File: config.mk
export PLATFORM = sky130hd
export DESIGN_NAME = if_id_stage
export DESIGN_NICKNAME = d
export VERILOG_FILES = /design/src/rtl/mips_pkg.sv /design/src/rtl/hazard_detect_unit.sv /design/src/rtl/if_id_stage.sv
export SDC_FILE = /design/constraint.sdc
export NUM_CORES = 1
export LEC_CHECK = 0
export ABC_AREA = 1
export ABC_CLOCK_PERIOD_IN_PS = 5170
export CORE_AREA = 2 2 137 112
export DETAILED_ROUTE_END_ITERATION = 16
export DIE_AREA = 0 0 139 114
export PLACE_DENSITY_LB_ADDON = 0.1
export SLEW_MARGIN = 20
export SYNTH_ARGS = -nofsm -noshare
export SYNTH_HDL_FRONTEND = slang
export SYNTH_HIERARCHICAL = 1
export SYNTH_SLANG_ARGS = --single-unit
File: constraint.sdc
create_clock -name clk_i -period 5.17 [get_ports clk_i]
set_input_delay 0.517 -clock clk_i [delete_from_list [all_inputs] [get_ports clk_i]]
set_output_delay 0.517 -clock clk_i [all_outputs]
set_load 0.01 [all_outputs]
File: src/rtl/mips_pkg.sv
// Shared MIPS pipeline definitions: instruction field positions, control-word
// layout and the canonical NOP encoding.
package mips_pkg;

  localparam logic [31:0] NOP = 32'h0000_0000;

  localparam int unsigned RS_MSB = 25;
  localparam int unsigned RS_LSB = 21;
  localparam int unsigned RT_MSB = 20;
  localparam int unsigned RT_LSB = 16;
  localparam int unsigned RD_MSB = 15;
  localparam int unsigned RD_LSB = 11;

  // 8-bit control word carried into ID/EX: WB[7:6] M[5:4] ALUSrc[3] ALUOp[2:1] RegDst[0]
  typedef struct packed {
    logic [1:0] wb;
    logic [1:0] m;
    logic       alu_src;
    logic [1:0] alu_op;
    logic       reg_dst;
  } ctrl_word_t;

  localparam int unsigned MEM_READ_BIT = 1;

  function automatic logic [4:0] rs_of(input logic [31:0] instr);
    return instr[RS_MSB:RS_LSB];
  endfunction

  function automatic logic [4:0] rt_of(input logic [31:0] instr);
    return instr[RT_MSB:RT_LSB];
  endfunction

endpackage

File: src/rtl/hazard_detect_unit.sv
// Load-use hazard detection: stall when the load in ID/EX writes a register
// read by the instruction in IF/ID.
module hazard_detect_unit (
  input  logic       valid_i,
  input  logic [4:0] rs_i,
  input  logic [4:0] rt_i,
  input  logic       id_ex_memread_i,
  input  logic [4:0] id_ex_rt_i,
  output logic       stall_o
);

  // rt is compared even for I-type consumers where it is a destination: conservative.
  always_comb begin
    stall_o = valid_i & id_ex_memread_i & (id_ex_rt_i != 5'd0) &
              ((id_ex_rt_i == rs_i) | (id_ex_rt_i == rt_i));
  end

endmodule

File: src/rtl/if_id_stage.sv
// IF/ID pipeline register with load-use stall, branch/jump flush and
// saturating stall/flush event counters.
module if_id_stage
  import mips_pkg::*;
#(
  parameter int unsigned CNT_W = 16
) (
  input  logic             clk_i,
  input  logic             rst_n_i,
  input  logic [31:0]      pc_add4_i,
  input  logic [31:0]      instr_i,
  input  logic             id_ex_memread_i,
  input  logic [4:0]       id_ex_rt_i,
  input  logic             branch_taken_i,
  input  logic             jump_i,
  output logic [31:0]      pc_add4_o,
  output logic [31:0]      instr_o,
  output logic             valid_o,
  output logic             pc_write_o,
  output logic             bubble_o,
  output logic [CNT_W-1:0] stall_cnt_o,
  output logic [CNT_W-1:0] flush_cnt_o
);

  logic stall;
  logic flush;

  hazard_detect_unit u_hazard (
    .valid_i         (valid_o),
    .rs_i            (rs_of(instr_o)),
    .rt_i            (rt_of(instr_o)),
    .id_ex_memread_i (id_ex_memread_i),
    .id_ex_rt_i      (id_ex_rt_i),
    .stall_o         (stall)
  );

  // Branch/jump inputs are unqualified while stalled, so a stall masks the flush.
  always_comb begin
    flush      = (branch_taken_i | jump_i) & ~stall;
    pc_write_o = ~stall;
    bubble_o   = stall;
  end

  always_ff @(posedge clk_i or negedge rst_n_i) begin
    if (!rst_n_i) begin
      pc_add4_o <= '0;
      instr_o   <= NOP;
      valid_o   <= 1'b0;
    end else if (stall) begin
      pc_add4_o <= pc_add4_o;
      instr_o   <= instr_o;
      valid_o   <= valid_o;
    end else if (flush) begin
      pc_add4_o <= pc_add4_i;
      instr_o   <= NOP;
      valid_o   <= 1'b0;
    end else begin
      pc_add4_o <= pc_add4_i;
      instr_o   <= instr_i;
      valid_o   <= 1'b1;
    end
  end

  always_ff @(posedge clk_i or negedge rst_n_i) begin
    if (!rst_n_i) begin
      stall_cnt_o <= '0;
      flush_cnt_o <= '0;
    end else begin
      if (stall && (stall_cnt_o != '1)) stall_cnt_o <= stall_cnt_o + 1'b1;
      if (flush && (flush_cnt_o != '1)) flush_cnt_o <= flush_cnt_o + 1'b1;
    end
  end

endmodule

==> out/metrics.yaml <==
run_status: "finished, final reports clean"
synth_seq_cells: 97
power.share.sequential_pct: 47.0
whs_ns: 0.2124
reg2reg_slack_ns: 2.88
cts_buffers: 9
rsz0062_at_grt: "false"
dieArea_sq_um: 15850
cts_setup_buffers: 0
drt_iter0_drc: 268
worstMarginPinSlew_ns: 0.7443
nets: 850
fin_util_pct: 47.04
cts_hold_buf: 0
cts_tree: "yes"
power_switching_mw: 0.5203
p_leak_nw: 3.190
syn_area_sq_um: 4688
crit_chain: "clkdlybuf4s50_1 -> inv_2 -> nand2_2 -> nand2_2 -> nor2_2 -> nand3_1 -> a21oi_4 -> inv_2 -> clkdlybuf4s50_1"
clk_pin_slew_ns: 0.07
reg2regPathDepth: 14
crit_arrival_ns: 2.27
vias: 4430
fin_area_sq_um: 6874
finalWirelength_um: 13390
finalCritPeriodShare_pct: 53.82
synthArstFlopShare_pct: 100.0
seq_area_frac_synth_pct: 51.77
crit_family: "buffers and inverters"
synthTopCellsByArea: "dfrtp_1, nand2_1, nand3_1"
maxClockFrequency_mhz: 359.4
core_area_sq_um: 14610
root_buffer: "clkbuf_16"
synth_top_family_by_area: "simple AND/OR/NAND/NOR gates"
start_util_pct: 32.08
wl_per_cell_um: 13.84
finalSetupViolations: 0
synthCells: 606
comb_power_share_pct: 18.0
via_per_inst: 4.576
crit_path_end_kind: "output port"
r2r-start: "instr_o[20]$_DFFE_PN0N_"
place_congestion: 0.8730
numPortBuffers: 172
slew_headroom_pct: 50.38
overflow: 0
drive_gt1_share_pct: 6.932
synth_compound_area_share_pct: 1.094
die_h_um: 114
finClkSkew_ns: 0.01243
dp_hpwl_um: 9707
grt_max_degree: 68
max_stage_delay_ns: 0.53
die_w_um: 139
clock_sinks: 97
ys.warnings.count: 6
synthFlopType: "dfrtp_1"
multi_input_area_sq_um: 2024
antenna_found_initial: 0
crit_fanout: 4
report.final.hold_viol_count: 0
drcViolationCount: 0
grt_first_pass_wirelength_um: 21820
synthAdderAreaFrac_pct: 0.5338
internal_power_mw: 1.339
synth_area_leader_cell: "dfrtp_1"
synth-simple-area-share_pct: 39.10
clk_latency_ns: 0.35
grt_pass1_vias: 4261
pwr-share-clk_pct: 34.9
switching_share_pct: 27.98
power_density_nw_per_um2: 270.5
holdCritPathClass: "in -> async"
start_kind: "input pin"
crit_type: "in -> out"
placed_cell_area_sq_um: 6591
synthXorXnorAreaFrac_pct: 2.242
peakVddDrop_mv: 0.2198
fin_tns_setup_ns: 0
synth_nets: 682
final_max_slew_viol_count: 0
rows: 40
setup_slack_ns: 2.387
maxCapViolations: 0
syn2layout_area_growth_pct: 46.62
cp_num_buf_inv: 4
num_io_pins: 173
fin_crit_ns: 2.783
dr.pass1.iters: 4
syn_area_per_cell_sq_um: 7.736
dp_slack_ns: 2.260
h-tree-depth: 3
clock_path_buffers: 2
synth_top_area_share_pct: 51.77
fillers: 1434
antenna_cells: 0
cts-resized-gates: 0
synth_edf_count: 0
synth_cell_types: 28
r2r-end: "stall_cnt_o[15]$_DFFE_PN0P_"
synth.area.mux_share_pct: 0
cp_data_required_time_ns: 4.65
area.sequential_sq_um: 2427
grt_use_total_pct: 17.44
crit_slowest_cell: "clkdlybuf4s50_1"
ant_nets: 0
-- Yosys cell counts (6+ instances only) --
library cell  count
nor2_2            8
nand4_1          15
nor2_1           35
nand2_1         295
nand2_2           8
nand3b_1          6
inv_2             8
nand3_1          50
dfrtp_1          97
clkbuf_1          8
buf_2             8
xnor2_1           9
inv_1            31
-- worst register-to-register path, stage by stage, from the launching register on --
cell,delay [ns]
dfrtp_1,0.44
inv_1,0.06
nand2_1,0.07
nand2_2,0.05
nor2_2,0.10
nand3_1,0.12
a21oi_4,0.21
buf_4,0.47
nand3_1,0.14
nor2_1,0.14
nand2_1,0.06
nor2_1,0.13
nand3_1,0.09
nand2_1,0.07
inv_1,0.04
-- routing by layer --
layer | wire [um] | vias to the layer above | part of all wire, % | GRT usage [%]
li1 | - | 2216 | - | -
met3 | 976 | 17 | 7.3 | 6.549
met2 | 5915 | 134 | 44 | 26.73
met5 | 0 | - | 0 | 0
met4 | 231 | 0 | 1.7 | 5.657
met1 | 6269 | 2063 | 47 | 22.98
-- logic make-up (layout without fill, tap and decap cells) --
group                      after synthesis  count (layout)
and+or+nand+nor                        427             427
DFF                                     97              97
buffers and inverters                   59             232
xor gates and xnor gates                12              12
AOI/OAI and AO/OA                        9               9
adders and majority gates                2               2
-- registers in the layout, indices dropped and copies added, names as in the netlist --
| register | cells |
|---|---|
| instr_o | 32 |
| stall_cnt_o | 16 |
| flush_cnt_o | 16 |
| valid_o | 1 |
| pc_add4_o | 32 |
-- power by group through the flow --
stage	Clock (mW)	Combinational [mW]	Sequential, mW
finish	0.650	0.336	0.875
floorplan	0	0.109	0.900
global route	0.700	0.371	0.886
global placement	0	0.336	0.887
CTS	0.674	0.341	0.875
detailed placement	0	0.339	0.888
-- cell type report --
type	count	share of cell area, %
sequential	97	35.31
tap	189	3.440
timing repair buffer	177	25.56
clock buffer	11	3.531
inverter	39	2.130
multi-input combinational	450	29.45
clock inverter	5	0.5825
-- worst max path at each step --
stage,start,cells after the start,slack [ns],to
6_report,id_ex_rt_i[4],9,2.39,pc_write_o
5_1_grt,id_ex_rt_i[0],9,2.28,pc_write_o
4_1_cts,id_ex_rt_i[4],9,2.40,pc_write_o
3_5_place_dp,id_ex_rt_i[4],15,2.26,stall_cnt_o[15]$_DFFE_PN0P_
3_3_place_gp,id_ex_rt_i[2],12,2.30,stall_cnt_o[7]$_DFFE_PN0P_
2_1_floorplan,id_ex_rt_i[4],10,3.05,pc_write_o
-- cell usage in the layout, fill, tap and decap left out, drive strengths merged, types with 7 or more instances in the layout --
master,instances
nand2,304
nand4,16
xnor2,9
o21ai,7
inv,40
dfrtp,97
nor2,47
clkdlybuf4s50,171
nand3,51
clkbuf,11
-- metrics by stage --
| stage | total power, mW | std cells |
|---|---|---|
| CTS | 1.891 | 968 |
| global placement | 1.223 | 952 |
| floorplan | 1.010 | 606 |
| detailed placement | 1.228 | 952 |
| finish | 1.860 | 968 |
| global route | 1.957 | 968 |
No activity file was read; power rests on OpenSTA's default activity.
